[src/rtl/fetch_unit.sv]
// PC / instruction-fetch stage: one imem read per instruction, then holds the
// fetched word for decode until it retires; misaligned redirects and memory timeouts lock up in ERR.
module fetch_unit #(
  parameter logic [31:0] RESET_PC = 32'h0000_0000,
  parameter int unsigned TIMEOUT  = 16
) (
  input  logic        clk,
  input  logic        rst,
  input  logic        br_taken,
  input  logic [31:0] br_target,
  input  logic        stall,
  output logic        imem_req,
  output logic [31:0] imem_addr,
  input  logic        imem_rvalid,
  input  logic [31:0] imem_rdata,
  output logic [31:0] pc,
  output logic [31:0] instr,
  output logic        instr_valid,
  output logic        misalign_err,
  output logic        fetch_err
);

  localparam int unsigned CW       = (TIMEOUT > 1) ? $clog2(TIMEOUT) : 1;
  localparam logic [31:0] NOP      = 32'h0000_0013;
  localparam logic [CW-1:0] CNT_LAST = CW'(TIMEOUT - 1);

  typedef enum logic [2:0] {
    S_BOOT,
    S_REQ,
    S_WAIT,
    S_VALID,
    S_ERR
  } state_t;

  state_t        state;
  logic [CW-1:0] wait_cnt;

  // imem_addr tracks the PC register directly, so it is registered too.
  assign imem_addr = pc;

  always_ff @(posedge clk) begin
    if (rst) begin
      state        <= S_BOOT;
      pc           <= RESET_PC;
      instr        <= NOP;
      instr_valid  <= 1'b0;
      imem_req     <= 1'b0;
      misalign_err <= 1'b0;
      fetch_err    <= 1'b0;
      wait_cnt     <= '0;
    end else begin
      case (state)
        S_BOOT: begin
          state    <= S_REQ;
          imem_req <= 1'b1;
        end

        S_REQ: begin
          state    <= S_WAIT;
          imem_req <= 1'b0;
          wait_cnt <= '0;
        end

        // rvalid on the last allowed WAIT cycle still wins over the timeout.
        S_WAIT: begin
          if (imem_rvalid) begin
            instr       <= imem_rdata;
            instr_valid <= 1'b1;
            state       <= S_VALID;
          end else if (wait_cnt == CNT_LAST) begin
            fetch_err <= 1'b1;
            state     <= S_ERR;
          end else begin
            wait_cnt <= wait_cnt + CW'(1);
          end
        end

        S_VALID: begin
          if (!stall) begin
            instr_valid <= 1'b0;
            if (br_taken && (br_target[1:0] != 2'b00)) begin
              misalign_err <= 1'b1;
              state        <= S_ERR;
            end else begin
              pc       <= br_taken ? br_target : pc + 32'd4;
              imem_req <= 1'b1;
              state    <= S_REQ;
            end
          end
        end

        S_ERR: begin
          instr_valid <= 1'b0;
          imem_req    <= 1'b0;
        end

        default: begin
          state       <= S_BOOT;
          instr_valid <= 1'b0;
          imem_req    <= 1'b0;
        end
      endcase
    end
  end

endmodule

[config.mk]
export PLATFORM = sky130hd
export DESIGN_NAME = fetch_unit
export DESIGN_NICKNAME = d
export VERILOG_FILES = /design/src/rtl/fetch_unit.sv
export SDC_FILE = /design/constraint.sdc
export NUM_CORES = 1
export LEC_CHECK = 0
export BUFFER_PORTS_ARGS = -buffer_cell sky130_fd_sc_hd__buf_2
export CAP_MARGIN = 10
export CORE_ASPECT_RATIO = 1.2
export CORE_MARGIN = 3
export CORE_UTILIZATION = 45
export CTS_CLUSTER_SIZE = 12
export DETAILED_ROUTE_END_ITERATION = 10
export GPL_ROUTABILITY_DRIVEN = 0
export PLACE_DENSITY = 0.78
export SLEW_MARGIN = 10
export SYNTH_ARGS = -nofsm -noshare
export SYNTH_HDL_FRONTEND = slang
export SYNTH_SLANG_ARGS = --single-unit
[constraint.sdc]
create_clock -name clk -period 4.1 [get_ports clk]
set_input_delay 0.615 -clock clk [delete_from_list [all_inputs] [get_ports clk]]
set_output_delay 0.615 -clock clk [all_outputs]
set_load 0.05 [all_outputs]
==> results of run 1 <==
[power breakdown]
group	leakage, uW	switching (uW)	internal (uW)
Combinational	0.00137	172	75.1
Clock	0.000108	285	348
Sequential	0.000607	24.9	751
Total	0.00208	482	1170
[cell families (layout without fill, tap and decap cells)]
logic type | after synthesis | after routing | synth area share (%)
simple gates | 230 | 230 | 28.4
compound gates | 128 | 128 | 20.2
flops | 75 | 75 | 38.0
buf+inv | 68 | 190 | 10.8
mux | 7 | 7 | 1.84
fa+ha+maj | 2 | 2 | 0.633
xor+xnor | 1 | 1 | 0.222
[layout make-up]
type / instances / share of cell area, %
Multi-Input combinational cell: 368 / 42.5
Clock inverter: 5 / 1.81
Inverter: 2 / 0.157
Sequential cell: 75 / 31.5
Tap cell: 114 / 2.99
Timing Repair Buffer: 172 / 18.3
Clock buffer: 11 / 2.75
[worst reg2reg max path: cells and delay by family (launching register included)]
kind	cells	cell delay, ns
buffers and inverters	1	0.20
AND/OR/NAND/NOR	4	1.53
AO/OA/AOI/OAI	1	0.07
flip-flops	1	0.61
[layer usage]
| metal | share of wire (%) | vias to the layer above |
|---|---|---|
| met1 | 41 | 1894 |
| li1 | - | 2043 |
| met2 | 49 | 175 |
| met4 | 0.95 | 2 |
| met5 | 0.12 | - |
| met3 | 9.2 | 14 |
[through the flow]
| step | instances | worst slack [ns] | util [%] | hold WS, ns | total power (uW) |
|---|---|---|---|---|---|
| 2_1_floorplan | 511 | 1.56 | - | 0.492 | 968 |
| 3_3_place_gp | 731 | 1.41 | 54.6 | 0.438 | 1030 |
| 3_5_place_dp | 731 | 1.32 | 54.6 | 0.445 | 1040 |
| 4_1_cts | 747 | 1.58 | 57.2 | 0.455 | 1670 |
| 5_1_grt | 747 | 1.39 | 57.2 | 0.476 | 1720 |
| 6_report | 747 | 1.58 | 57.2 | 0.451 | 1660 |
[registers in the layout (all words and copies together), names as in the netlist]
register,cells
instr,32
imem_req,1
fetch_err,1
state,3
instr_valid,1
imem_addr,32
misalign_err,1
wait_cnt,4
[cells in the final DEF, fill, tap and decap left out, drive strengths merged, types with 8 or more instances in the layout]
cell    Yosys  layout
o21ai      14      14
nor2       34      34
clkbuf     30      11
nor3       12      12
nand3      18      18
a22oi      12      12
a21oi      57      57
a31oi       8       8
nand2     104     104
nand4      11      11
dfxtp      75      75
buf        36     172
[how the worst max path moves through the flow]
stage,cells after the start,slack [ns],start,to
after floorplan,7,1.56,imem_addr[2],imem_addr[22]
after global placement,5,1.41,br_taken,imem_addr[27]
after detailed placement,5,1.32,br_taken,imem_addr[27]
after CTS,6,1.58,state[1],imem_addr[22]
after global routing,6,1.39,state[1],imem_addr[22]
final,6,1.58,state[1],imem_addr[22]
==> reports/summary.txt, run 1 <==
port bufs: 168
clk_lat worst skew: 0.34 ns
Leakage: 0.00208 uW
Avg Cell Area, Syn: 7.73 sq um
die height: 109 um
critical path buffer and inverter count: 1
WL final: 11000 um
Post-DP Area: 4550 sq um
GRT overflow: 0
largest net degree at the start of global routing: 61
count of different cell masters after synthesis: 62
DRT antenna net count: 0
CP Capture Type: flop
post-synthesis sequential area ratio: 38.0%
critical path type: flop to flop
syn_nets: 582
MaxCap Viol Count: 0
hold endpoint: instr[26]
final period utilization: 61.5%
fill count: 811
maximum fanout along the worst path: 28
TNS Setup: 0 ns
GRT Util Overall: 21.2%
Die Wd: 91.5 um
number of global-route vias before repair: 3765
WHS Path Cells: 2
Final nets: 699
DRT iter0 DRCs: 226
Worst R2R Start: state[1]
area leader, netlist: dfxtp_1
Reg2Reg Depth: 6
slew margin rel.: 28.9%
min Tclk post-route: 2.52 ns
WL/cell: 14.7 um
initial antenna violation count: 1
Initial Util: 47.4%
row count: 36
Critical-path top delay cell: or3_2
IO Pins: 169
Layout area overhead: 20.7%
worst-case clock skew: 0.0191 ns
fmax: 397 MHz
n_diodes: 0
number of buffers on the longest clock path: 2
reg2reg end: imem_addr[22]
Hold Violations, Final: 0
DRC viols: 0
# Post-CTS Setup Buffers: 0
FF+latch count, synth: 75
Core ar.: 8330 sq um
Critical Path AT: 2.75 ns
grt met1 use: 25.5%
Synth async-reset ratio: 0%
First-pass DRT Iterations: 5
Syn Std Cell Area: 3950 sq um
Final Slew Violations: 0
HP Class: flop to flop
Max H-tree Level: 3
Final Instance Area: 4770 sq um
die area: 9950 sq um
unrepaired setup endpoints after global routing: false
setup slack, reg-to-reg: 1.58 ns
layout cells sized above 1: 31.3%
Top FF cell, synth: dfxtp_1
met2 Use GR: 34.7%
CP peak stage delay: 0.66 ns
DP HPWL: 7820 um
GRT Max-Usage Layer: met2
CTS tree: yes
status: complete, no violations
total clock buffers created by CTS: 9
most frequent cells after synthesis: nand2_1, dfxtp_1, a21oi_1
Storage cell area: 1500 sq um
Synth top area share: 38.0%
crit path cell chain: nor4bb_1, buf_4, nand2_1, or3_2, nand3_1, a21oi_1
Root Buffer: clkbuf_8
Via-to-Cell Ratio: 5.53
first-pass GRT wire length: 17400 um
WP data required: 4.33 ns
clock-pin slew on the worst setup and hold paths: 0.10 ns
synth warn: 0
total number of vias: 4128
EDFF count, synth: 0
peak supply drop: 171 uV
Clock Sinks: 75
dominant cells by area after synthesis: dfxtp_1, nand2_1, a21oi_1
Least-Margin Pin Slew: 1.07 ns
Hold Buf Count CTS: 0
post_cts resized: 0
CP top delay family: simple AND/OR/NAND/NOR gates
Cell Pwr Density: 347 nW/um^2
Post-Synthesis Cells: 511
final setup vio count: 0
most common cell in the netlist: nand2_1
global-route met3 utilization: 6.42%
hold path startpoint: instr[26]
area occupied by multi-input gates: 2030 sq um
type of origin of the critical path: flop
No activity file was read; power rests on OpenSTA's default activity.
==> run 2, diff against run 1 <==
Settings changed: CORE_UTILIZATION 45 to 43.
Clock period 4.1 ns to 2.3 ns, I/O delays scaled along.
==> reports/summary.txt, run 2 (synthesized netlist as in run 1, its figures left out) <==
setup slack, reg-to-reg: 0.16 ns
Leakage: 0.00219 uW
min Tclk post-route: 2.14 ns
CTS tree: yes
Final Slew Violations: 0
row count: 37
worst-case clock skew: 0.00956 ns
final period utilization: 92.8%
port bufs: 168
Via-to-Cell Ratio: 5.49
Reg2Reg Depth: 6
MaxCap Viol Count: 0
unrepaired setup endpoints after global routing: false
TNS Setup: 0 ns
layout cells sized above 1: 34.2%
number of buffers on the longest clock path: 2
Least-Margin Pin Slew: 0.554 ns
IO Pins: 169
Finished Layout Cells: 769
Die Wd: 93.5 um
Hold Violations, Final: 0
Final Instance Area: 4930 sq um
met3 wire len: 1130 um
clk_lat worst skew: 0.35 ns
dpl cells: 753
maximum fanout along the worst path: 9
DRC viols: 0
met1 wire length: 4580 um
fill count: 844
fmax: 468 MHz
most common cell after layout, fill and taps aside: buf_2
final setup vio count: 0
critical path type: flop to flop
largest net degree at the start of global routing: 53
Max H-tree Level: 3
Clock Sinks: 75
WL met2: 5280 um
Post-DP Area: 4710 sq um
slew margin rel.: 62.8%
Initial Util: 45.2%
WL final: 11300 um
DRT antenna net count: 0
Critical-path top delay cell: or4_4
WHS Path Cells: 3
crit path cell chain: ha_1, nand3_2, or4_4, or3_2, nand3_1, a21oi_1
post_cts resized: 0
WL/cell: 14.7 um
First-pass DRT Iterations: 4
number of global-route vias before repair: 3966
clock-pin slew on the worst setup and hold paths: 0.08 ns
GRT overflow: 0
peak supply drop: 444 uV
final design utilization: 56.3%
CP Capture Type: flop
HP Class: primary input to flop
die height: 111 um
CP peak stage delay: 0.61 ns
Core ar.: 8750 sq um
Top Metal Used: met4
type of origin of the critical path: flop
Critical Path AT: 2.37 ns
n_diodes: 0
Hold Buf Count CTS: 0
initial antenna violation count: 0
most frequent cells in the layout: buf_2, nand2_1, dfxtp_1, a21oi_1, nor2_1
die area: 10400 sq um
first-pass GRT wire length: 18600 um
DP HPWL: 8180 um
WP data required: 2.53 ns
Final nets: 718
# Post-CTS Setup Buffers: 0
status: complete, no violations
Cell Pwr Density: 592 nW/um^2
GRT Util Overall: 21.7%
Root Buffer: clkbuf_8
DRT iter0 DRCs: 255
Layout area overhead: 24.7%
total clock buffers created by CTS: 9
total number of vias: 4220
run 2: changes by cell type in the layout (fill, tap and decap cells not counted), sizes merged:
| cell | before | now |
|---|---|---|
| clkbuf | 11 | 12 |
| bufinv | 2 | 1 |
| buf | 172 | 191 |
run 2: cell type report:
class                   instances  area [sq um]  area share, %
clock buffers                  12           165           3.35
clock inverters                 4          46.3          0.940
inverters                       2          7.51          0.152
multi-input cells             368          2040           41.4
flip-flops and latches         75          1510           30.6
well taps                     117           146           2.97
repair buffers                191          1010           20.6
run 2: layer usage:
metal / GRT usage, % / vias up
met5: 0 / -
li1: - / 2074
met2: 35.9 / 210
met4: 9.38 / 0
met1: 26.1 / 1911
met3: 5.63 / 25
run 2: stage by stage:
step                total power, uW  hold WS (ns)  setup slack [ns]
finish                         2920         0.210             0.165
global route                   3050         0.209            0.0843
CTS                            2950         0.188            0.0654
detailed placement             1870         0.446            0.0673
global placement               1860         0.440             0.142
floorplan                      1720         0.469          0.000323
run 2: path summary, 6_finish.rpt:
check	from	to
max	imem_addr[2]	imem_addr[22]
max reg2reg	imem_addr[2]	imem_addr[22]
min reg2reg	instr[7]	instr[7]
min	imem_rdata[0]	instr[0]
run 2: worst max-delay path: cells and delay by family, from the launching register on:
kind / cells / cell delay (ns)
flops: 1 / 0.39
compound gates: 1 / 0.07
simple gates: 4 / 1.34
fa+ha+maj: 1 / 0.23
run 2: report_power, final:
part           internal [uW]  switching, uW  total (uW)
clock network            588            493        1080
registers               1340           32.1        1370
logic                    148            321         469
total                   2070            846        2920
==> run 3, diff against run 2 <==
Settings changed: CTS_CLUSTER_SIZE 12 to 10, GPL_TIMING_DRIVEN set to 0.
==> reports/summary.txt, run 3 (synthesized netlist as in run 1, its figures left out) <==
hold endpoint: instr[4]
most common cell after layout, fill and taps aside: buf_2
final setup margin: 0.106 ns
port bufs: 167
Reg2Reg Depth: 7
slew margin rel.: 53.7%
most frequent cells in the layout: buf_2, nand2_1, dfxtp_1, a21oi_1, nor2_1
DRC viols: 0
CTS tree: yes
Critical-path top delay cell: or4_1
Clock Sinks: 75
status: complete, no violations
Die Wd: 93.5 um
DP HPWL: 9310 um
Least-Margin Pin Slew: 0.691 ns
fmax: 456 MHz
Critical Path AT: 2.41 ns
initial antenna violation count: 0
min Tclk post-route: 2.19 ns
layout cells sized above 1: 34.7%
Core ar.: 8750 sq um
Via-to-Cell Ratio: 5.55
Hold Violations, Final: 0
Post-DP Area: 4940 sq um
die height: 111 um
die area: 10400 sq um
final setup vio count: 0
GRT Util Overall: 23.5%
critical path type: flop to flop
n_diodes: 0
hold path startpoint: imem_rdata[4]
crit path cell chain: ha_4, nand3_2, or4_1, clkbuf_4, or3_2, nand3_1, a21oi_1
reg2reg end: imem_addr[22]
Final nets: 760
Pwr Total: 3060 uW
DRT iter0 DRCs: 278
Final Slew Violations: 0
total number of vias: 4503
WL final: 12600 um
total clock buffers created by CTS: 9
# Post-CTS Setup Buffers: 0
Layout area overhead: 31.9%
Final Instance Area: 5210 sq um
HP Class: primary input to flop
final period utilization: 95.4%
IO Pins: 169
First-pass DRT Iterations: 5
type of origin of the critical path: flop
worst slack, placed: -0.0459 ns
clk_lat worst skew: 0.35 ns
Max H-tree Level: 3
Initial Util: 45.2%
peak supply drop: 362 uV
clock-pin slew on the worst setup and hold paths: 0.09 ns
maximum fanout along the worst path: 9
WL/cell: 15.6 um
CP peak stage delay: 0.53 ns
Worst R2R Start: imem_addr[2]
MaxCap Viol Count: 0
Hold Buf Count CTS: 0
CP Capture Type: flop
row count: 37
WP data required: 2.51 ns
setup slack, reg-to-reg: 0.11 ns
worst-case clock skew: 0.0110 ns
Leakage: 0.00233 uW
first-pass GRT wire length: 20000 um
Cell Pwr Density: 587 nW/um^2
number of buffers on the longest clock path: 2
DRT antenna net count: 0
WHS Path Cells: 3
GRT overflow: 0
Root Buffer: clkbuf_8
number of global-route vias before repair: 4283
largest net degree at the start of global routing: 14
-- run 3: final cells by class --
class / instances / area [sq um]
clock inverter: 6 / 86.3
fill: 856 / 3540
clock buffer: 10 / 149
multi-input combinational: 368 / 2050
tap: 117 / 146
timing repair buffer: 167 / 836
inverter: 2 / 7.51
sequential: 75 / 1510
buffer: 66 / 423
-- run 3: worst max-delay path, delay by kind of cell, from the launching register on --
| family | cells | cell delay [ns] |
|---|---|---|
| flops | 1 | 0.41 |
| simple gates | 4 | 1.21 |
| compound gates | 1 | 0.07 |
| buf+inv | 1 | 0.19 |
| fa+ha+maj | 1 | 0.17 |
-- run 3: per-layer routing --
layer | global-route usage [%] | up-vias | share of wire, %
met3 | 4.62 | 33 | 11
li1 | - | 2150 | -
met4 | 11.1 | 0 | 2.8
met2 | 40.3 | 264 | 48
met1 | 27.5 | 2056 | 39
met5 | 0 | - | 0
-- run 3: how the worst max path moves through the flow --
stage / startpoint / endpoint / slack, ns / depth (start not counted)
2_1_floorplan: imem_addr[4] / imem_addr[22] / 0.0003 / 6
3_3_place_gp: imem_addr[2] / imem_addr[28] / -0.05 / 6
3_5_place_dp: imem_addr[2] / imem_addr[28] / -0.05 / 6
4_1_cts: imem_addr[2] / imem_addr[22] / 0.04 / 7
5_1_grt: imem_addr[4] / imem_addr[25] / -0.02 / 5
6_report: imem_addr[2] / imem_addr[22] / 0.11 / 7
-- run 3: timing repair --
action | CTS | global route
resized for setup | 1 | 10
setup endpoints to repair | 1 | 7
cloned | 0 | 0
-- run 3: metrics by stage --
stage          instances  hold slack (ns)  TNS, ns  util (%)
3_3_place_gp         795            0.439  -0.0509      56.5
6_report             811            0.214        0      59.5
5_1_grt              811            0.212  -0.0154      59.5
2_1_floorplan        511            0.469        0         -
3_5_place_dp         795            0.444  -0.0459      56.5
4_1_cts              811            0.201        0      59.2
-- run 3: power by group --
part / total (uW) / internal (uW) / leakage, uW / switching, uW
Sequential: 1370 / 1340 / 0.000608 / 36.2
Combinational: 492 / 156 / 0.00160 / 336
Clock: 1190 / 675 / 0.000117 / 517
Total: 3060 / 2170 / 0.00233 / 889
